### src/rtl/psk_pkg.sv
// psk_pkg: state encoding and default parameters shared by the BPSK transmitter.
package psk_pkg;
  typedef enum logic [1:0] {IDLE = 2'd0, PREAMBLE = 2'd1, DATA = 2'd2} state_t;
  localparam int NCO_WIDTH = 12;
  localparam logic [NCO_WIDTH-1:0] DEF_CTRL_WORD = 12'h100;
  localparam int DEF_SYM_CYCLES = 256;
  localparam int DEF_PREAMBLE_BITS = 8;
endpackage

### src/rtl/psk_symbol_timer.sv
// psk_symbol_timer: clk-per-symbol counter and symbol-in-phase counter with end-of-symbol flags.
module psk_symbol_timer import psk_pkg::*; #(
  parameter int SYM_CYCLES = DEF_SYM_CYCLES,
  parameter int BW = 3
) (
  input  logic          clk,
  input  logic          rst_in,
  input  logic          i_clr,
  input  logic          i_en,
  input  logic [BW-1:0] i_last,
  output logic          o_sym_end,
  output logic          o_pre_end,
  output logic          o_last_bit,
  output logic          o_odd
);
  localparam int CW = $clog2(SYM_CYCLES);
  logic [CW-1:0] r_cnt;
  logic [BW-1:0] r_bits;
  assign o_sym_end = i_en && r_cnt == CW'(SYM_CYCLES - 1);
  assign o_pre_end = r_cnt == CW'(SYM_CYCLES - 2);
  assign o_last_bit = r_bits == i_last;
  assign o_odd = r_bits[0];
  always_ff @(posedge clk)
    if (!rst_in || i_clr) begin
      r_cnt <= '0;
      r_bits <= '0;
    end else if (i_en) begin
      r_cnt <= o_sym_end ? '0 : r_cnt + 1'b1;
      if (o_sym_end) r_bits <= o_last_bit ? '0 : r_bits + 1'b1;
    end
endmodule

### src/rtl/psk_modulator.sv
// psk_modulator: byte-serial BPSK burst transmitter with preamble and free-running NCO carrier.
// Define PSK_DIFF_EN for differential (DBPSK) phase encoding.
module psk_modulator import psk_pkg::*; #(
  parameter logic [NCO_WIDTH-1:0] CTRL_WORD = DEF_CTRL_WORD,
  parameter int SYM_CYCLES = DEF_SYM_CYCLES,
  parameter int PREAMBLE_BITS = DEF_PREAMBLE_BITS
) (
  input  logic       clk,
  input  logic       rst_in,
  input  logic [7:0] value,
  input  logic       valid,
  output logic       ready,
  output logic       busy,
  output logic       sig
);
  localparam int BW = $clog2(PREAMBLE_BITS > 8 ? PREAMBLE_BITS : 8);
  state_t r_state;
  logic [NCO_WIDTH-1:0] r_acc;
  logic [7:0] r_shreg;
  logic r_ready, r_busy, r_sig;
  logic w_accept, w_sym, w_p, w_sym_end, w_pre_end, w_last_bit, w_odd;
  logic [BW-1:0] w_last;
  assign w_accept = valid && r_ready;
  assign w_last = r_state == PREAMBLE ? BW'(PREAMBLE_BITS - 1) : BW'(7);
  assign w_sym = r_state == PREAMBLE ? ~w_odd : r_state == DATA ? r_shreg[7] : 1'b0;
  psk_symbol_timer #(.SYM_CYCLES(SYM_CYCLES), .BW(BW)) u_timer (
    .clk(clk),
    .rst_in(rst_in),
    .i_clr(w_accept && r_state == IDLE),
    .i_en(r_state != IDLE),
    .i_last(w_last),
    .o_sym_end(w_sym_end),
    .o_pre_end(w_pre_end),
    .o_last_bit(w_last_bit),
    .o_odd(w_odd)
  );
`ifdef PSK_DIFF_EN
  logic r_pprev;
  assign w_p = r_pprev ^ w_sym;
  always_ff @(posedge clk)
    r_pprev <= (!rst_in || r_state == IDLE || (r_state == DATA && r_ready && !valid)) ? 1'b0 :
               w_sym_end ? w_p : r_pprev;
`else
  assign w_p = w_sym;
`endif
  // ready is predicted one clk early so it is high exactly in the final clk of each byte
  always_ff @(posedge clk)
    if (!rst_in) begin
      r_state <= IDLE;
      r_acc <= '0;
      r_shreg <= '0;
      r_ready <= 1'b0;
      r_busy <= 1'b0;
      r_sig <= 1'b0;
    end else begin
      r_acc <= r_acc + CTRL_WORD;
      r_sig <= r_acc[NCO_WIDTH-1] ^ w_p;
      case (r_state)
        IDLE: begin
          r_ready <= !w_accept;
          r_busy <= w_accept;
          if (w_accept) begin
            r_shreg <= value;
            r_state <= PREAMBLE_BITS == 0 ? DATA : PREAMBLE;
          end
        end
        PREAMBLE: if (w_sym_end && w_last_bit) r_state <= DATA;
        DATA:
          if (r_ready) begin
            r_ready <= !valid;
            r_busy <= valid;
            if (valid) r_shreg <= value;
            else r_state <= IDLE;
          end else begin
            r_ready <= w_pre_end && w_last_bit;
            if (w_sym_end) r_shreg <= {r_shreg[6:0], 1'b0};
          end
        default: r_state <= IDLE;
      endcase
    end
  assign ready = r_ready;
  assign busy = r_busy;
  assign sig = r_sig;
endmodule

### config.mk
export PLATFORM = sky130hd
export DESIGN_NAME = psk_modulator
export DESIGN_NICKNAME = d
export VERILOG_FILES = /design/src/rtl/psk_pkg.sv /design/src/rtl/psk_symbol_timer.sv /design/src/rtl/psk_modulator.sv
export SDC_FILE = /design/constraint.sdc
export NUM_CORES = 1
export LEC_CHECK = 0
export CELL_PAD_IN_SITES_DETAIL_PLACEMENT = 1
export CELL_PAD_IN_SITES_GLOBAL_PLACEMENT = 1
export CORE_MARGIN = 4
export CORE_UTILIZATION = 30
export DETAILED_ROUTE_END_ITERATION = 6
export GPL_TIMING_DRIVEN = 0
export PLACE_DENSITY_LB_ADDON = 0.08
export SLEW_MARGIN = 20
export SYNTH_ARGS = -nofsm -noshare
export SYNTH_HDL_FRONTEND = slang
export SYNTH_SLANG_ARGS = --single-unit
### constraint.sdc
create_clock -name clk -period 2 [get_ports clk]
set_input_delay 0.4 -clock clk [delete_from_list [all_inputs] [get_ports clk]]
set_output_delay 0.4 -clock clk [all_outputs]
set_load 0.01 [all_outputs]
Word level (Yosys, flattened, before mapping)
Index checks and enable logic that the tools add are counted.

cells by class
  $add $sub $neg = 3
  multipliers = 0
  div/mod/pow operators = 0
  $lt $le $gt $ge = 0
  equal/unequal tests = 11
  shift-type cells = 0
  multiplexer cells = 18
  bitwise operators = 2
  reductions and logical operators = 16

operators with widths
  cell                     count
  $mux W8                  5
  $eq A8 B8 Y1 const B     2
  $pmux W8 S2              1
  $add A12 B9 Y12 const B  1
  $add A8 B1 Y8 const B    1
  $mux W2                  4
  $reduce_and A4 Y1        2
  $ne A2 B2 Y1 const B     3
  $pmux W2 S3              1
  $logic_and A1 B1 Y1      5
  $mux W1                  4
  $pmux W1 S2              2
  $reduce_and A2 Y1        2
  $reduce_bool A2 Y1       2
  $add A3 B1 Y3 const B    1
  $eq A3 B3 Y1 const B     1
  $logic_not A1 Y1         3
  $mux W3                  1
  $ne A3 B2 Y1 const B     1
  $ne A3 B3 Y1 const B     1
  $eq A2 B1 Y1 const B     1
  $eq A2 B2 Y1 const B     1
  $logic_not A2 Y1         1
  $ne A2 B1 Y1 const B     1
  other kinds (3)          3

storage, ports and cells
  register bits after elaboration = 36
  bits in latches = 0
  RAM bits = 0
  bits in read-only memories = 0
  bits of input ports = 11
  output and inout bits = 3
  word-level logic and storage cells = 58
  memories kept = 0

Logic depth before layout (Yosys ltp)
  depth after elaboration = 5
  mapped depth = 6

Hierarchy
Synthesis repeated with hierarchy kept, for this count alone.

second synthesis, totals
  cells, all modules = 148
  area, all modules = 1377.6 µm²

modules (own cells, without submodules)
  module            times used  cells an instance  area each (µm²)  sequential area each (µm²)
  psk_modulator     1           82                 789.5            340.3
  psk_symbol_timer  1           66                 588.1            220.2

Worst setup path before layout
Ideal clock, no wire load.

  path type = register to register
  start = register u_timer.r_cnt[0]
  end = register u_timer.r_bits[0]
  library setup time = 0.070 ns
  arrival = 1.353 ns
  path slack = 0.578 ns
  cell stages (with the launch flop) = 6
  cells stage by stage = dfxtp_1 ha_1 o2111a_4 nand2_1 or3_1 a21oi_1

on the way
  word-level cells in the longest chain between the ends = 3

RTL lines
  what                         line                    source
  start, declared              psk_symbol_timer.sv:17  logic [CW-1:0] r_cnt;
  start signal, assigned       psk_symbol_timer.sv:28  r_cnt <= o_sym_end ? '0 : r_cnt + 1'b1;
  $eq A8 B8 Y1                 psk_symbol_timer.sv:19  assign o_sym_end = i_en && r_cnt == CW'(SYM_CYCLES - 1);
  $logic_and A1 B1 Y1          psk_symbol_timer.sv:19
  $reduce_and A2 Y1 (no line)  -
  end signal, assigned         psk_symbol_timer.sv:29  if (o_sym_end) r_bits <= o_last_bit ? '0 : r_bits + 1'b1;
  end, declared                psk_symbol_timer.sv:18  logic [BW-1:0] r_bits;

Every way passes these cells.
A chain may end at the register's enable or synchronous reset.

Final worst setup path
  start = register r_ready, in the netlist ready
  end = output port ready

RTL lines
  what                    line                 source
  start, declared         psk_modulator.sv:20  logic r_ready, r_busy, r_sig;
  start signal, assigned  psk_modulator.sv:60  r_ready <= !w_accept;
  start signal, assigned  psk_modulator.sv:70  r_ready <= !valid;
  start signal, assigned  psk_modulator.sv:75  r_ready <= w_pre_end && w_last_bit;
  end, declared           psk_modulator.sv:12  output logic ready,

No word-level cell between the ends.

==> results_dict.tcl <==
set metrics [dict create \
    syn-num-nets 160 \
    cp.depth 1 \
    clk_pin_slew_worst_paths_ns 0.11 \
    min_period_over_period_pct 89.98 \
    drive_gt1_share_pct 13.75 \
    post-route-util_pct 38.32 \
    postCtsHoldBufs 0 \
    holdWs_ns 0.4393 \
    crit_type "flop to output pin" \
    async_flop_share_pct 0 \
    combPwrFrac_pct 9.2 \
    ctsResizeCount 0 \
    synth.distinct_cells 38 \
    switching_share_pct 21.99 \
    die_area_sq_mm 0.005576 \
    setup_viol 0 \
    crit_family "buffers and inverters" \
    core_sq_mm 0.004144 \
    nNetsFinal 177 \
    die_h_um 74.68 \
    whs_path_depth 3 \
    wl_per_cell_um 14.01 \
    clkSinkCount 28 \
    finClkSkew_ns 0.01327 \
    cts_tree "done" \
    drt-pass1-iter-count 2 \
    htree_num_levels 1 \
    cellLeakagePower_nw 0.6167 \
    ys_seq_area_share_pct 42.03 \
    setup-tns-final_ns 0 \
    synth-edff-count 0 \
    row_count 23 \
    drv_slew 0 \
    grt_max_degree 17 \
    r2r_cells 5 \
    path_buf_inv 1 \
    startpoint_type "flop" \
    first_iter_violations 29 \
    min_path_type "input pin to flop" \
    placedInstanceArea_sq_mm 0.001516 \
    ys_ff_latch 28 \
    max_freq_mhz 555.7 \
    yosysWarnings 0 \
    dr_wl_met3_um 109 \
    peakVddDrop_mv 0.3761 \
    final_antenna_net_count 0 \
    path_cells "clkdlybuf4s50_1" \
    cts_root_buf "clkbuf_8" \
    start_util_pct 32.19 \
    rsz0062_at_grt "false" \
    routabilityCongestion 0.7849 \
    netlist_instances 144 \
    met1_length_mm 1.280 \
    track_usage_pct 11.85 \
    gr-total-overflow 0 \
    clk_latency_ns 0.28 \
    slowest_stage "clkdlybuf4s50_1" \
    status "completed" \
    cp.required_ns 1.60 \
    route.vias.total 1039 \
    p_sw_w 0.0002540 \
    hpwl_mm 2.206 \
    clock_power_share_pct 39.2 \
    ys.flop_type "dfxtp_1" \
    io_pins 14 \
    period_needed_ns 1.800 \
    design_area_sq_mm 0.001588 \
    die_w_um 74.68 \
    cts_inserted_buffers 3 \
    seqPwrFrac_pct 51.6 \
    synth_area_sq_mm 0.001334 \
    slowest_delay_ns 0.60 \
    tightest_slew_ns 0.5542 \
    cts_max_path_buffers 2 \
    end_kind "output pin" \
    totalWireLength_mm 2.942 \
    num_antenna_cells 0 \
    slew_headroom_pct 63.02 \
    post_cts_buffers 0 \
    power_density_mw_per_mm2 727.5 \
    grt_pass1_vias 1124 \
    arrival_ns 1.40 \
    route.met2.wl_mm 1.532 \
    synth.avg_cell_area_sq_um 9.262 \
    top_layer "met4" \
    io_buffers 12 \
    drc 0 \
    grt_first_pass_wirelength_mm 5.168 \
    drv_cap 0 \
    power.internal_w 0.0009011 \
    grt_antenna_before_repair 0 \
    cp_max_fo 8 \
    syn2layout_area_growth_pct 19.04 \
    hold_violations 0 \
    viasPerCell 4.948 \
]
==> power groups by stage <==
stage                     Combinational (W)  Sequential [W]  Clock (W)
final                              0.000106        0.000596   0.000453
after CTS                          0.000109        0.000596   0.000470
after floorplan                   0.0000624        0.000606          0
after detailed placement           0.000108        0.000609          0
after global routing               0.000119        0.000600   0.000490
after global placement             0.000105        0.000608          0
==> worst register-to-register path, cell delays in order, from the launching register on <==
cell and delay [ns]:
dfxtp_1 0.41, nor3b_4 0.54, a31oi_4 0.20, buf_2 0.22, nand3_1 0.09, o21ai_0 0.09
==> cell usage after synthesis (2+ instances only) <==
cell,n,share of area [%]
nand3_1,12,4.5
mux2_2,7,5.9
a21oi_1,6,2.3
nor2b_1,4,1.9
nor3b_1,2,1.1
ha_1,5,4.7
nor3_1,3,1.1
or3_1,2,0.94
and2_1,5,2.3
xor2_1,4,2.6
dfxtp_1,28,42
and3b_1,2,1.3
nor2_1,8,2.3
xnor2_1,4,2.6
nand2_1,17,4.8
buf_2,5,1.9
o21ai_0,9,3.4
==> sequential cells by signal (all words and copies together) (netlist names) <==
signal,count
r_shreg,8
u_timer.r_cnt,8
r_acc,4
u_timer.r_bits,3
r_state,2
busy,1
ready,1
sig,1
==> layer usage <==
metal  global-route usage (%)  vias up
met5                        0        -
met4                    2.767        0
met3                    2.804        2
met2                    22.15       10
met1                    13.58      494
li1                         -      533
==> per-stage QoR <==
| step | cells | setup slack (ns) | power (W) |
|---|---|---|---|
| floorplan | 144 | 0.5775 | 0.0006688 |
| global placement | 206 | 0.1263 | 0.0007130 |
| detailed placement | 206 | 0.1092 | 0.0007175 |
| CTS | 210 | 0.1848 | 0.001175 |
| global route | 210 | 0.1507 | 0.001209 |
| finish | 210 | 0.2004 | 0.001155 |
==> final timing paths <==
path	slack (ns)	startpoint	end
worst max-delay path	0.20	ready	ready
worst min-delay path	0.44	rst_in	r_shreg[6]
worst max register to register	0.35	ready	r_shreg[3]
worst min register to register	0.46	r_acc[8]	r_acc[8]
==> final cells by class <==
class                      count  area, sq um
clock inverter                 1        30.03
tap                           50        62.56
timing repair buffer          12        120.1
buffer                         7        40.04
inverter                       1        3.754
sequential                    28        560.5
multi-input combinational    108        729.5
fill                         495         2556
clock buffer                   3        41.29
==> cell usage in the layout, fill, tap and decap left out, types with 5 or more instances in the layout <==
cell	synthesis	layout
mux2_2	7	7
nand3_1	12	12
o21ai_0	9	9
buf_2	5	5
nand2_1	17	17
a21oi_1	6	6
clkdlybuf4s50_1	0	12
and2_1	5	5
dfxtp_1	28	28
ha_1	5	5
nor2_1	8	8
==> cell families after synthesis <==
group	share of synthesized area (%)
muxes	5.910
buffers and inverters	3.282
DFF	42.03
and+or+nand+nor	25.61
adders and majority gates	4.690
xor gates and xnor gates	5.253
AOI/OAI and AO/OA	13.23
(Power assumes the default switching activity.)
